### src/rtl/shift_reg_out_if.sv
// Host/SPI-side signal bundle for the parallel-in, serial-out byte transmitter.
// master drives strobe, data and bit clock; slave (the transmitter) returns serial data and busy.
interface shift_reg_out_if #(
    parameter int unsigned WIDTH = 8
);
    logic             set_enable;
    logic [WIDTH-1:0] data_in;
    logic             serial_clk;
    logic             serial_out;
    logic             busy;

    modport master (
        output set_enable,
        output data_in,
        output serial_clk,
        input  serial_out,
        input  busy
    );

    modport slave (
        input  set_enable,
        input  data_in,
        input  serial_clk,
        output serial_out,
        output busy
    );
endinterface

### src/rtl/shift_reg_out.sv
// Parallel-in, serial-out SPI byte transmitter, MSB first, paced by a sampled serial_clk.
// Everything runs on set_clk; serial_clk and set_enable are synchronised and edge-detected.
module shift_reg_out #(
    parameter int unsigned WIDTH      = 8,
    parameter logic        IDLE_LEVEL = 1'b1
) (
    input  logic           set_clk,
    input  logic           reset,
    shift_reg_out_if.slave bus
);

    localparam int unsigned CNT_W = (WIDTH > 1) ? $clog2(WIDTH) : 1;
    localparam logic [CNT_W-1:0] LAST_BIT = CNT_W'(WIDTH - 1);

    typedef enum logic {
        ST_IDLE  = 1'b0,
        ST_SHIFT = 1'b1
    } state_e;

    state_e           state_q, state_d;
    logic [WIDTH-1:0] shreg_q, shreg_d;
    logic [CNT_W-1:0] cnt_q,   cnt_d;
    logic             busy_q,  busy_d;
    logic             sout_q,  sout_d;

    // [0],[1] synchronise; [2] holds the previous synchronised value for edge detection
    logic [2:0] sclk_sync_q;
    logic [2:0] en_sync_q;

    logic sclk_fall_c;
    logic en_fall_c;

    always_ff @(posedge set_clk or posedge reset) begin
        if (reset) begin
            sclk_sync_q <= 3'b000;
            en_sync_q   <= 3'b111;
        end else begin
            sclk_sync_q <= {sclk_sync_q[1:0], bus.serial_clk};
            en_sync_q   <= {en_sync_q[1:0], bus.set_enable};
        end
    end

    assign sclk_fall_c = sclk_sync_q[2] & ~sclk_sync_q[1];
    assign en_fall_c   = en_sync_q[2] & ~en_sync_q[1];

    always_ff @(posedge set_clk or posedge reset) begin
        if (reset) begin
            state_q <= ST_IDLE;
            shreg_q <= '0;
            cnt_q   <= '0;
            busy_q  <= 1'b0;
            sout_q  <= IDLE_LEVEL;
        end else begin
            state_q <= state_d;
            shreg_q <= shreg_d;
            cnt_q   <= cnt_d;
            busy_q  <= busy_d;
            sout_q  <= sout_d;
        end
    end

    // A load in IDLE takes priority over a coincident serial_clk edge, which is simply dropped
    always_comb begin
        state_d = state_q;
        shreg_d = shreg_q;
        cnt_d   = cnt_q;
        busy_d  = busy_q;
        sout_d  = sout_q;

        case (state_q)
            ST_IDLE: begin
                busy_d = 1'b0;
                sout_d = IDLE_LEVEL;
                if (en_fall_c) begin
                    state_d = ST_SHIFT;
                    shreg_d = bus.data_in;
                    cnt_d   = '0;
                    busy_d  = 1'b1;
                    sout_d  = bus.data_in[WIDTH-1];
                end
            end
            ST_SHIFT: begin
                busy_d = 1'b1;
                if (sclk_fall_c) begin
                    if (cnt_q == LAST_BIT) begin
                        state_d = ST_IDLE;
                        busy_d  = 1'b0;
                        sout_d  = IDLE_LEVEL;
                    end else begin
                        shreg_d = shreg_q << 1;
                        sout_d  = shreg_q[WIDTH-2];
                        cnt_d   = cnt_q + CNT_W'(1);
                    end
                end
            end
            default: begin
                state_d = ST_IDLE;
                busy_d  = 1'b0;
                sout_d  = IDLE_LEVEL;
            end
        endcase
    end

    assign bus.serial_out = sout_q;
    assign bus.busy       = busy_q;

endmodule

### src/flat_wrapper.sv
// flat-port wrapper written by rule: the top's interface ports become plain ports
module shift_reg_out_flat 
#(
    parameter int unsigned WIDTH      = 8,
    parameter logic        IDLE_LEVEL = 1'b1
)
  (set_clk, reset, bus_set_enable, bus_data_in, bus_serial_clk, bus_serial_out, bus_busy);
  shift_reg_out_if #(.WIDTH(WIDTH)) bus_i ();
  input  logic set_clk;
  input  logic reset;
  input wire logic [$bits(bus_i.set_enable)-1:0] bus_set_enable;
  input wire logic [$bits(bus_i.data_in)-1:0] bus_data_in;
  input wire logic [$bits(bus_i.serial_clk)-1:0] bus_serial_clk;
  output wire logic [$bits(bus_i.serial_out)-1:0] bus_serial_out;
  output wire logic [$bits(bus_i.busy)-1:0] bus_busy;
  assign bus_i.set_enable = bus_set_enable;
  assign bus_i.data_in = bus_data_in;
  assign bus_i.serial_clk = bus_serial_clk;
  assign bus_serial_out = bus_i.serial_out;
  assign bus_busy = bus_i.busy;
  shift_reg_out #(.WIDTH(WIDTH), .IDLE_LEVEL(IDLE_LEVEL)) u_core (.set_clk(set_clk), .reset(reset), .bus(bus_i));
endmodule
### config.mk
export PLATFORM = sky130hd
export DESIGN_NAME = shift_reg_out_flat
export DESIGN_NICKNAME = d
export VERILOG_FILES = /design/src/rtl/shift_reg_out_if.sv /design/src/rtl/shift_reg_out.sv /design/src/flat_wrapper.sv
export SDC_FILE = /design/constraint.sdc
export NUM_CORES = 1
export LEC_CHECK = 0
export BUFFER_PORTS_ARGS = -buffer_cell sky130_fd_sc_hd__buf_2
export CELL_PAD_IN_SITES_DETAIL_PLACEMENT = 1
export CELL_PAD_IN_SITES_GLOBAL_PLACEMENT = 2
export CORE_AREA = 2 2 50 52
export CTS_CLUSTER_SIZE = 24
export DETAILED_ROUTE_END_ITERATION = 8
export DIE_AREA = 0 0 52 54
export GPL_ROUTABILITY_DRIVEN = 1
export MAX_ROUTING_LAYER = met4
export PLACE_DENSITY_LB_ADDON = 0.1
export SKIP_LAST_GASP = 1
export SYNTH_ARGS = -nofsm -noshare
export SYNTH_HDL_FRONTEND = slang
export SYNTH_SLANG_ARGS = --single-unit
export TNS_END_PERCENT = 30
### constraint.sdc
create_clock -name set_clk -period 1.95 [get_ports set_clk]
set_input_delay 0.0975 -clock set_clk [delete_from_list [all_inputs] [get_ports set_clk]]
set_output_delay 0.0975 -clock set_clk [all_outputs]
set_load 0.005 [all_outputs]
==> results.py <==
metrics = {
    "status": {
        "status": "completed",
    },
    "routing": {
        "drt-vias-per-instance": 4.63,
        "wl_met1_um": 605,
        "wl_um": 1300,
        "top_layer_used": "met4",
        "wl_per_cell_um": 12.8,
        "ant_nets": 0,
        "drt_iter0_drc": 2,
        "wl_met3_um": 58,
        "drcViolationCount": 0,
        "num_vias": 468,
        "route.met2.wl_um": 625,
        "first_pass_iters": 2,
    },
    "placement": {
        "io_buffers": 13,
        "dp_cells": 94,
        "place.gp.congestion": 0.635,
    },
    "clock_network": {
        "cts_buffer_depth": 2,
        "path_clk_slew_ps": 110,
        "cts_made_buffers": 3,
        "cts.sinks": 18,
        "clkLatencyLatePin_ps": 300,
        "tritoncts": "yes",
        "cts_root_buf": "clkbuf_4",
        "cts_setup_buffers": 0,
        "htreeDepth": 1,
    },
    "floorplanning": {
        "die_x_um": 52,
        "initial_core_util": 0.332,
        "die-area_sq_um": 2810,
        "num_rows": 18,
        "pin_count": 14,
        "die_h_um": 54,
        "core_area_sq_um": 2320,
    },
    "logic_synthesis": {
        "ys_ff_latch": 18,
        "syn_inst": 51,
        "syn_area_per_cell_sq_um": 15.1,
        "synth_warnings": 0,
        "netlist-cell-type-count": 18,
        "yosysSeqAreaShare": 0.592,
        "netlist_area_sq_um": 769,
        "synth_nets": 65,
    },
    "timing": {
        "fin_skew_ps": 6.17,
        "rsz0062_at_grt": "no",
        "post-route-period-util": 0.927,
        "clock.fmax_mhz": 553,
        "drv_slew": 0,
        "slew_headroom": 0.553,
        "fin_crit_ps": 1810,
        "hold_violations": 0,
        "whs_ps": 105,
        "final-setup-viol-count": 0,
        "setup_tns_ps": 0,
        "tightest_slew_ps": 670,
    },
    "setup_path": {
        "cp-start-kind": "flop",
        "end_kind": "flop",
        "cp.required_ps": 2140,
        "r2r-start": "u_core.cnt_q[0]",
        "rr_worst_depth": 5,
        "crit_fanout": 10,
        "reg2reg_slack_ps": 140,
        "crit_type": "flop to flop",
        "worstReg2RegEnd": "u_core.shreg_q[1]",
        "crit_start": "u_core.cnt_q[0]",
        "crit_arrival_ps": 2000,
    },
    "power_and_ir_drop": {
        "powerDensity_nw_per_um2": 1150,
        "ir_drop_mv": 0.441,
        "p_seq_frac": 0.503,
        "p_int_uw": 783,
        "p_sw_uw": 292,
        "leakage_nw": 0.456,
        "pwr-share-comb": 0.277,
        "switching_share": 0.272,
        "clkPwrFrac": 0.220,
    },
    "finish": {
        "synthToLayoutAreaGrowth_pct": 22.0,
        "drive_above_1_share": 0.577,
        "nNetsFinal": 86,
        "fillerInstances": 254,
        "antennaDiodeCount": 0,
        "utilization": 0.405,
        "stdcell_count": 101,
    },
    "global_route": {
        "grt_max_degree": 19,
        "grt_pass1_vias": 505,
        "grt_usage": 0.117,
        "overflow": 0,
        "antenna_found_initial": 0,
        "grt_pass1_wl_um": 2240,
    },
    "hold_path": {
        "hp-class": "input port to flop",
        "hold-path-endpoint": "u_core.bus.serial_out",
        "min_from": "bus_data_in[7]",
        "holdPathStages": 3,
    },
    "job": {
        "max_cap_violations": 0,
    },
}
[registers in the layout (all words and copies together), names as in the netlist]
signal,flops
u_core.shreg_q,7
u_core.cnt_q,3
u_core.en_sync_q,3
u_core.sclk_sync_q,3
u_core.bus.busy,1
u_core.bus.serial_out,1
[metal layers]
metal  vias up  track usage
met5         -            -
met4         0       0.0395
met3         2       0.0500
met2        11        0.181
met1       231        0.138
li1        224            -
[synthesized netlist by cell type]
| master | count | area [sq um] |
|---|---|---|
| a21oi_1 | 1 | 5.00 |
| a22o_2 | 2 | 20.0 |
| a31oi_1 | 1 | 6.26 |
| a31oi_4 | 1 | 21.3 |
| a32oi_1 | 1 | 8.76 |
| and2b_1 | 1 | 7.51 |
| and4bb_4 | 1 | 16.3 |
| buf_4 | 1 | 7.51 |
| dfrtp_1 | 14 | 350 |
| dfstp_2 | 4 | 105 |
| ha_1 | 2 | 25.0 |
| inv_1 | 3 | 11.3 |
| mux2_2 | 13 | 146 |
| nor2_1 | 2 | 7.51 |
| nor2b_1 | 1 | 6.26 |
| o21ai_0 | 1 | 5.00 |
| o22a_2 | 1 | 10.0 |
| or4b_2 | 1 | 10.0 |
[how the worst max path moves through the flow]
| stage | endpoint | slack, ps |
|---|---|---|
| finish | u_core.shreg_q[1] | 140 |
| global route | u_core.shreg_q[4] | 60 |
| CTS | u_core.shreg_q[1] | 130 |
| detailed placement | u_core.shreg_q[1] | 150 |
| global placement | u_core.shreg_q[5] | 170 |
| floorplan | u_core.shreg_q[0] | 310 |
[layout by cell type (no fill, tap or decap)]
| cell type | instances |
|---|---|
| dlygate4sd3_1 | 3 |
| dfstp_2 | 4 |
| buf_2 | 13 |
| a31oi_4 | 1 |
| o21ai_0 | 1 |
| ha_1 | 2 |
| clkbuf_8 | 1 |
| a32oi_1 | 1 |
| mux2_2 | 13 |
| a22o_2 | 2 |
| and2b_1 | 1 |
| nor2_1 | 2 |
| inv_1 | 3 |
| dfrtp_1 | 14 |
| or4b_2 | 1 |
| buf_4 | 1 |
| o22a_2 | 1 |
| a31oi_1 | 1 |
| a21oi_1 | 1 |
| clkbuf_4 | 3 |
| nor2b_1 | 1 |
| and4bb_4 | 1 |
[worst max-delay path: stages, from the launching register on]
cell,delay [ps]
dfrtp_1,380
ha_1,170
ha_1,180
and4bb_4,260
a31oi_4,330
mux2_2,380
[what timing repair did]
action                                 CTS  global route
endpoints found under the hold margin   16             0
gates resized for setup                  0             0
hold buffers                             3             0
[power by group through the flow]
stage	logic [mW]	clock network [mW]	registers, mW
after global placement	0.297	0	0.550
after floorplan	0.237	0	0.530
after CTS	0.304	0.253	0.544
final	0.297	0.236	0.541
after detailed placement	0.299	0	0.552
after global routing	0.337	0.262	0.558
[cell families after synthesis]
logic type / Yosys count / synth area share
buffers and inverters: 4 / 0.0244
AOI/OAI and AO/OA: 8 / 0.0992
DFF: 18 / 0.592
and+or+nand+nor: 6 / 0.0618
adders and majority gates: 2 / 0.0325
muxes: 13 / 0.190
[metrics by stage]
stage	cell area, sq um	power [mW]	setup WS (ps)
floorplan	769	0.767	312
global placement	872	0.848	173
detailed placement	872	0.850	148
CTS	938	1.10	130
global route	938	1.16	64.2
finish	938	1.07	143
[layout make-up]
cell class	instances	area (sq um)	area share
clock buffer	4	36.3	0.0387
inverter	3	11.3	0.0120
multi-input combinational	29	295	0.315
sequential	18	455	0.485
tap	30	37.5	0.0400
timing repair buffer	17	103	0.109
No activity file was read; power rests on OpenSTA's default activity.
